<file path="config.mk">
export PLATFORM = sky130hd
export DESIGN_NAME = display_scan_ctrl
export DESIGN_NICKNAME = d
export VERILOG_FILES = /design/src/rtl/display_scan_ctrl.sv
export SDC_FILE = /design/constraint.sdc
export NUM_CORES = 1
export LEC_CHECK = 0
export CORE_MARGIN = 3
export CORE_UTILIZATION = 40
export CTS_CLUSTER_DIAMETER = 150
export DETAILED_ROUTE_END_ITERATION = 10
export GPL_TIMING_DRIVEN = 0
export SLEW_MARGIN = 20
export SYNTH_ARGS = -nofsm -noshare
export SYNTH_HDL_FRONTEND = slang
export SYNTH_SLANG_ARGS = --single-unit
</file>
<file path="constraint.sdc">
create_clock -name clk -period 3.9 [get_ports clk]
set_input_delay 0.39 -clock clk [delete_from_list [all_inputs] [get_ports clk]]
set_output_delay 0.39 -clock clk [all_outputs]
set_load 0.005 [all_outputs]
</file>
<file path="src/rtl/display_scan_ctrl.sv">
// -----------------------------------------------------------------------------
// display_scan_ctrl
//
// Purpose
//   Time-multiplexed scan controller for a four-digit seven-segment display.
//   A prescaler divides clk down to one "slot tick" every REFRESH_DIV cycles.
//   Each tick advances the active digit slot (0 = rightmost .. 3 = leftmost).
//   Four slots make one frame.
//
//   New values arrive over a valid/ready handshake. They land in a one-entry
//   pending buffer and are copied into the display register only at a frame
//   boundary. Because of that, a single frame never mixes digits from two
//   different values.
//
// Handshake
//   A transfer happens on a rising clk edge where in_valid && in_ready.
//   in_ready is simply !pend_full. It does not depend on in_valid in the same
//   cycle. Once pending is full, in_valid and in_data are ignored until the
//   next frame boundary drains the buffer. in_ready is high again on the cycle
//   after that boundary.
//
// Ports
//   clk            system clock, rising edge only
//   rst            synchronous active-high reset, dominates everything
//   in_data[15:0]  four BCD nibbles, [3:0] rightmost .. [15:12] leftmost
//   in_original    decimal-point flag that travels with in_data
//   in_valid       producer offers in_data / in_original
//   in_ready       pending buffer is empty and can take a value
//   refreshcounter active slot, drives the anode stage
//   digit_bcd      nibble for the active slot (registered, aligned with slot)
//   digit_blank    active slot must be dark
//   isOriginal     flag of the value currently on the display
//   frame_done     one-cycle pulse on the tick that ends slot 3
//
// Configuration
//   LEADING_ZERO_BLANK_EN  when defined, leading zero digits are blanked while
//                          running. The dot digit and everything to its right
//                          stay lit when isOriginal is set, so the display
//                          reads "0." rather than going dark. Slot 0 is never
//                          blanked.
// -----------------------------------------------------------------------------
module display_scan_ctrl #(
    parameter int REFRESH_DIV = 100000
) (
    input  logic        clk,
    input  logic        rst,
    input  logic [15:0] in_data,
    input  logic        in_original,
    input  logic        in_valid,
    output logic        in_ready,
    output logic [1:0]  refreshcounter,
    output logic [3:0]  digit_bcd,
    output logic        digit_blank,
    output logic        isOriginal,
    output logic        frame_done
);

    // -------------------------------------------------------------------------
    // Configuration
    // -------------------------------------------------------------------------
`ifdef LEADING_ZERO_BLANK_EN
    localparam bit LZ_EN = 1'b1;
`else
    localparam bit LZ_EN = 1'b0;
`endif

    localparam int            PW        = (REFRESH_DIV > 1) ? $clog2(REFRESH_DIV) : 1;
    localparam logic [PW-1:0] PRESC_MAX = PW'(REFRESH_DIV - 1);

    // -------------------------------------------------------------------------
    // FSM encoding
    //   BLANK: nothing has been displayed since reset.
    //   RUN:   the display register holds a real value.
    // -------------------------------------------------------------------------
    typedef enum logic {
        ST_BLANK = 1'b0,
        ST_RUN   = 1'b1
    } state_t;

    state_t state;
    state_t state_next;

    // -------------------------------------------------------------------------
    // Internal state
    // -------------------------------------------------------------------------
    logic [PW-1:0] prescaler;
    logic          pend_full;
    logic [15:0]   pend_data;
    logic          pend_orig;
    logic [15:0]   disp_data;
    logic          disp_orig;

    // Timing strobes
    logic          tick;
    logic          boundary;
    logic [1:0]    rc_next;

    // Handshake / buffer movement
    logic          accept;
    logic          load;

    // Next-cycle view of the display register
    logic [15:0]   disp_data_next;
    logic          disp_orig_next;

    // Next values of the registered outputs
    logic [3:0]    nib_next;
    logic [3:0]    bcd_d;
    logic          blank_d;
    logic          orig_d;

    // -------------------------------------------------------------------------
    // Strobes
    // -------------------------------------------------------------------------
    assign tick     = (prescaler == PRESC_MAX);
    assign boundary = tick && (refreshcounter == 2'd3);
    assign rc_next  = tick ? (refreshcounter + 2'd1) : refreshcounter;

    // accept and load are mutually exclusive. accept needs an empty buffer
    // and load needs a full one. If in_valid arrives on a boundary while the
    // buffer is empty, the value is simply accepted and waits for the next
    // frame.
    assign accept   = in_valid && !pend_full;
    assign load     = boundary && pend_full;

    assign in_ready   = !pend_full;
    assign frame_done = boundary;

    // -------------------------------------------------------------------------
    // Leading-zero blanking rule for one slot of a value.
    // A slot is blanked when it and every slot to its left are zero. When the
    // dot flag is set, only slot 3 may blank, so the dot digit stays lit.
    // -------------------------------------------------------------------------
    function automatic logic lz_blank(input logic [15:0] d,
                                      input logic [1:0]  slot,
                                      input logic        orig);
        logic z3;
        logic z2;
        logic z1;
        logic r;
        z3 = (d[15:12] == 4'd0);
        z2 = (d[11:8]  == 4'd0);
        z1 = (d[7:4]   == 4'd0);
        r  = 1'b0;
        case (slot)
            2'd3:    r = z3;
            2'd2:    r = z3 && z2 && !orig;
            2'd1:    r = z3 && z2 && z1 && !orig;
            default: r = 1'b0;
        endcase
        return r;
    endfunction

    // -------------------------------------------------------------------------
    // Prescaler and slot counter
    // -------------------------------------------------------------------------
    always_ff @(posedge clk) begin
        if (rst) begin
            prescaler      <= '0;
            refreshcounter <= 2'd0;
        end else begin
            if (tick) begin
                prescaler <= '0;
            end else begin
                prescaler <= prescaler + PW'(1);
            end
            refreshcounter <= rc_next;
        end
    end

    // -------------------------------------------------------------------------
    // Pending buffer and display register
    // -------------------------------------------------------------------------
    always_ff @(posedge clk) begin
        if (rst) begin
            pend_full <= 1'b0;
            pend_data <= 16'd0;
            pend_orig <= 1'b0;
            disp_data <= 16'd0;
            disp_orig <= 1'b0;
        end else begin
            if (load) begin
                disp_data <= pend_data;
                disp_orig <= pend_orig;
                pend_full <= 1'b0;
            end
            if (accept) begin
                pend_full <= 1'b1;
                pend_data <= in_data;
                pend_orig <= in_original;
            end
        end
    end

    // -------------------------------------------------------------------------
    // FSM process 1: state register
    // -------------------------------------------------------------------------
    always_ff @(posedge clk) begin
        if (rst) begin
            state <= ST_BLANK;
        end else begin
            state <= state_next;
        end
    end

    // -------------------------------------------------------------------------
    // FSM process 2: next-state logic
    // RUN is left only through reset.
    // -------------------------------------------------------------------------
    always_comb begin
        state_next = state;
        case (state)
            ST_BLANK: if (load) state_next = ST_RUN;
            ST_RUN:   state_next = ST_RUN;
            default:  state_next = ST_BLANK;
        endcase
    end

    // -------------------------------------------------------------------------
    // FSM process 3: output logic
    // Outputs are computed from the *next* slot, display value and state, and
    // then registered. That way digit_bcd / digit_blank / isOriginal change on
    // the same edge as refreshcounter, with no skew between them.
    // -------------------------------------------------------------------------
    always_comb begin
        disp_data_next = load ? pend_data : disp_data;
        disp_orig_next = load ? pend_orig : disp_orig;

        nib_next = 4'd0;
        case (rc_next)
            2'd0:    nib_next = disp_data_next[3:0];
            2'd1:    nib_next = disp_data_next[7:4];
            2'd2:    nib_next = disp_data_next[11:8];
            default: nib_next = disp_data_next[15:12];
        endcase

        bcd_d   = 4'd0;
        blank_d = 1'b1;
        orig_d  = 1'b0;
        if (state_next == ST_RUN) begin
            // Nibbles above 9 pass straight through; decoding is downstream.
            bcd_d   = nib_next;
            blank_d = LZ_EN && lz_blank(disp_data_next, rc_next, disp_orig_next);
            orig_d  = disp_orig_next;
        end
    end

    always_ff @(posedge clk) begin
        if (rst) begin
            digit_bcd   <= 4'd0;
            digit_blank <= 1'b1;
            isOriginal  <= 1'b0;
        end else begin
            digit_bcd   <= bcd_d;
            digit_blank <= blank_d;
            isOriginal  <= orig_d;
        end
    end

endmodule

</file>
Word level (Yosys, flattened, before mapping):

Cells that the tools add are included.

* mux-type cells: 9
* add/sub/neg operators: 2
* reductions and logical operators: 8
* bitwise operators: 2
* equality and inequality tests: 4

Operators by type and width (count)
* $add 17x1->17 const B: 1
* $eq 17x17->1 const B: 1
* $mux 16: 1
* $pmux 4 s3: 1
* $mux 1: 5
* $eq 2x2->1 const B: 2
* $reduce_or 2->1: 2
* $logic_and 1x1->1: 3
* $add 2x1->2 const B: 1
* $eq 2x1->1 const B: 1
* $logic_not 2->1: 1
* $mux 2: 1
* $not 1->1: 2
* $pmux 1 s2: 1
* $reduce_bool 2->1: 1
* $logic_not 1->1: 1

* logic and storage cells: 36
* output and inout bits: 10
* register bits: 61

Depth between registers and ports, before layout:

* depth in word-level cells: 7
* mapped depth: 8
* mapped depth without buffers: 7

Least setup slack after synthesis:

Ideal clock, no wire load.

* path kind: register to register
* start point: reg prescaler[0]
* end point: reg digit_bcd[2]
* data arrival time: 1.793 ns
* cell stages (with the launch flop): 8
* slack: 1.993 ns
* setup time: 0.115 ns
* data required time: 3.785 ns
* path through: dfxtp_1 -> ha_1 -> and4_4 -> and4_4 -> mux2i_4 -> nand2b_4 -> o22ai_2 -> o21a_1

* word-level cells in the longest chain between the ends: 7
* elaborated cells between the ends (all ways): 13
* classes of those cells: 3 x eq/ne; 5 x mux; 1 x bitwise; 4 x reduce/logical

Ends and longest elaborated chain
* from (decl): line 86 `logic [PW-1:0] prescaler;`
* from (signal assigned): line 165 `prescaler <= prescaler + PW'(1);`
* $eq 17x17->1 *: line 115 `assign tick = (prescaler == PRESC_MAX);`
* $logic_and 1x1->1: line 116 `assign boundary = tick && (refreshcounter == 2'd3);`
* $logic_and 1x1->1: line 124 `assign load = boundary && pend_full;`
* $mux 1: line 213 `ST_BLANK: if (load) state_next = ST_RUN;`
* $pmux 1 s2: line 212 `case (state)`
* $not 1->1 (no line)
* $reduce_or 2->1 (no line)
* to (signal assigned): line 250 `digit_bcd <= 4'd0;`
* to (signal assigned): line 254 `digit_bcd <= bcd_d;`
* to (decl): line 52 `output logic [3:0] digit_bcd,`

Mark *: on every way between the ends. The rest lies on a longest branch, timed or not.
A chain may end at the register's enable or synchronous reset.

Worst setup path in the final report:

* start point: reg prescaler[0]
* end point: out frame_done

* word-level cells in the longest chain between the ends: 2

Ends and longest elaborated chain
* $eq 17x17->1: line 115
* $logic_and 1x1->1: line 116
* to (decl): line 55 `output logic frame_done`

Every way passes these cells.

==> impl_metrics.tcl <==
set metrics [dict create \
    synthCells 256 \
    synth_enable_flop_cells 0 \
    skew_ns 0.005487 \
    synthAdderAreaFrac 0.01053 \
    synth-compound-area-share 0.08899 \
    yosysUniqueCellTypes 34 \
    synth_top_family_by_area "simple AND/OR/NAND/NOR gates" \
    final.min_clock_period_ns 2.555 \
    crit_end "frame_done" \
    final_antenna_net_count 0 \
    synthArstFlopShare 0 \
    rr_worst_depth 7 \
    hold_class "flop to flop" \
    grt_max_degree 11 \
    clock_latency_ns 0.34 \
    cts_root_buffer "clkbuf_8" \
    cts.path.max_buffers 2 \
    cts_resized 0 \
    grt_pass1_vias 1617 \
    cp.arrival_ns 2.17 \
    setup_viol 0 \
    r2r-end "digit_bcd[0]$_SDFF_PP0_" \
    synthFlopType "dfxtp_1" \
    syn_area_um2 2376 \
    yosys.area_share.simple 0.2159 \
    fin_setup_tns_ns 0 \
    cap_violations 0 \
    wl_um 4585 \
    grt_usage 0.1429 \
    worstMarginPinSlew_ns 0.4995 \
    crit_cells 5 \
    drt_iter0_markers 64 \
    fin_crit_sh 0.6552 \
    start_kind "flop" \
    ys_seq_area_frac 0.5140 \
    core_area_um2 5642 \
    grt_first_pass_wirelength_um 7817 \
    leakage_nw 1.097 \
    antenna_found_initial 0 \
    startpoint "prescaler[0]$_SDFF_PP0_" \
    dr.pass1.iters 4 \
    cp.required_ns 3.51 \
    power_density_nw_per_um2 449.8 \
    area_growth_pct 25.80 \
    slew_violations 0 \
    fp.dieW_um 83.07 \
    portBuffers 29 \
    crit_type "flop to output port" \
    wl_per_cell_um 12.33 \
    synth_xor_area_frac 0.06319 \
    relSlewSlack 0.6644 \
    crit_fanout 4 \
    cts_tree "done" \
    path_clk_slew_ns 0.07 \
    ctsHtreeMaxLevel 3 \
    reg2reg_setup_slack_ns 1.77 \
    final_nets 318 \
    place_congestion 0.7613 \
    place_inst 357 \
    vias 1740 \
    drive_above_1_share 0.09667 \
    rsz0062_at_grt "no" \
    via_per_inst 4.677 \
    avgSynthCellArea_um2 9.281 \
    instances_no_fill 372 \
    post-route-drc-count 0 \
    ios 30 \
    r2r_start "prescaler[0]$_SDFF_PP0_" \
    syn_nets 278 \
    hold_viol_final 0 \
    ir_worst_vdd_v 0.0003447 \
    cts.sinks 61 \
    cts_buffers 9 \
    path_common_cell "and4_4" \
    path_buf_inv 1 \
    ys_ff_latch 61 \
    cp-end-kind "output port" \
    dieArea_um2 6901 \
    hpwl_um 3227 \
    core.rowCount 27 \
    hold_buffers 0 \
    status "finished, final reports clean" \
    yosys_warnings 0 \
    critPathMaxStageDelay_ns 0.49 \
    grt_overflow 0 \
    cts_post_setup_buffers_inserted 0 \
    path_cells "ha_1, and4_4, and4_4, and2_2, clkdlybuf4s50_1" \
    cp_top_family "simple AND/OR/NAND/NOR gates" \
    num_antenna_cells 0 \
    start_util 0.4212 \
    crit_slowest_cell "clkdlybuf4s50_1" \
    fp.dieH_um 83.07 \
    fmax_mhz 391.3 \
    synthMuxAreaShare 0.08110 \
]
==> metal layers <==
metal	global-route usage	wire, um	vias up
li1	-	-	937
met1	0.1949	2407	762
met2	0.1939	1876	29
met3	0.06845	213	12
met4	0.05349	87	0
met5	0	0	-
==> logic make-up (layout without fill, tap and decap cells) <==
logic type	Yosys count	in the layout
AND/OR/NAND/NOR	109	109
flip-flops	61	61
AO/OA/AOI/OAI	37	37
XOR/XNOR	15	15
buffers and inverters	14	58
adder cells (fa/ha/maj)	2	2
multiplexers	18	18
==> placed cells by master (no fill, tap or decap), types with 2 or more instances in the layout <==
cell type	count
xnor2_1	3
bufinv_16	2
dfxtp_1	61
buf_4	2
nor2_1	40
a21oi_1	26
and4_4	2
o22ai_1	3
nor3_1	3
ha_1	2
xor2_1	11
inv_1	3
buf_2	2
clkdlybuf4s50_1	29
o21a_1	5
nand2_1	42
nand4_1	4
and3_1	2
clkbuf_8	12
clkbuf_1	6
nand3_1	7
mux2i_1	17
==> worst min path at each step <==
stage	depth (start not counted)	slack [ns]	to	startpoint
after floorplan	1	0.43	prescaler[0]$_SDFF_PP0_	prescaler[0]$_SDFF_PP0_
after global routing	2	0.48	pend_data[4]$_SDFFE_PP0P_	pend_data[4]$_SDFFE_PP0P_
after CTS	2	0.46	pend_data[10]$_SDFFE_PP0P_	pend_data[10]$_SDFFE_PP0P_
final	2	0.46	pend_data[12]$_SDFFE_PP0P_	pend_data[12]$_SDFFE_PP0P_
after detailed placement	1	0.45	prescaler[0]$_SDFF_PP0_	prescaler[0]$_SDFF_PP0_
after global placement	1	0.44	prescaler[0]$_SDFF_PP0_	prescaler[0]$_SDFF_PP0_
==> final cells by class <==
type,count,area (um2)
clock buffer,12,165.2
fill,530,2653
inverter,3,11.26
multi-input combinational,181,1092
tap,72,90.09
buffer,11,51.30
clock inverter,3,67.56
sequential,61,1221
timing repair buffer,29,290.3
==> per-stage QoR <==
step / power (W) / instance area [um2] / setup slack, ns / hold WS, ns / util
6_report: 0.001344 / 2989 / 1.345 / 0.4595 / 0.5298
5_1_grt: 0.001395 / 2989 / 1.244 / 0.4775 / 0.5298
4_1_cts: 0.001361 / 2989 / 1.316 / 0.4615 / 0.5298
3_5_place_dp: 0.0007194 / 2756 / 1.711 / 0.4520 / 0.4886
3_3_place_gp: 0.0007182 / 2756 / 1.691 / 0.4387 / 0.4886
2_1_floorplan: 0.0006869 / 2376 / 1.993 / 0.4260 / -
==> worst register-to-register path, cell delays in order, from the launching register on <==
cell and delay, ns:
dfxtp_1 0.37, ha_1 0.24, and4_4 0.27, and4_4 0.29, mux2i_4 0.38, nand2_1 0.18
o22ai_1 0.21, o21a_1 0.14
==> registers in the layout, summed over array words and instances, names as in the netlist <==
name            count
disp_data          16
pend_full           1
state               1
isOriginal          1
prescaler          17
digit_bcd           4
pend_data          16
pend_orig           1
refreshcounter      2
digit_blank         1
disp_orig           1
==> cell usage after synthesis, types with 2 or more instances <==
cell      instances  area (um2)
and4_4            2       22.52
clkbuf_1          6       22.52
buf_2             2       10.01
ha_1              2       25.02
nor3_1            3       15.01
and3_1            2       12.51
xor2_1           11       96.34
mux2i_1          17       170.2
xnor2_1           3       26.28
nand3_1           7       35.03
dfxtp_1          61        1221
inv_1             3       11.26
nand2_1          42       157.7
o22ai_1           3       18.77
nand4_1           4       25.02
nor2_1           40       150.1
buf_4             2       15.01
a21oi_1          26       130.1
o21a_1            5       37.54
==> power by group <==
group,internal (W),switching [W],leakage [nW]
registers,0.000636,0.00000877,0.495
clock network,0.000408,0.000232,0.115
logic,0.0000303,0.0000287,0.488
(Power assumes the default switching activity.)
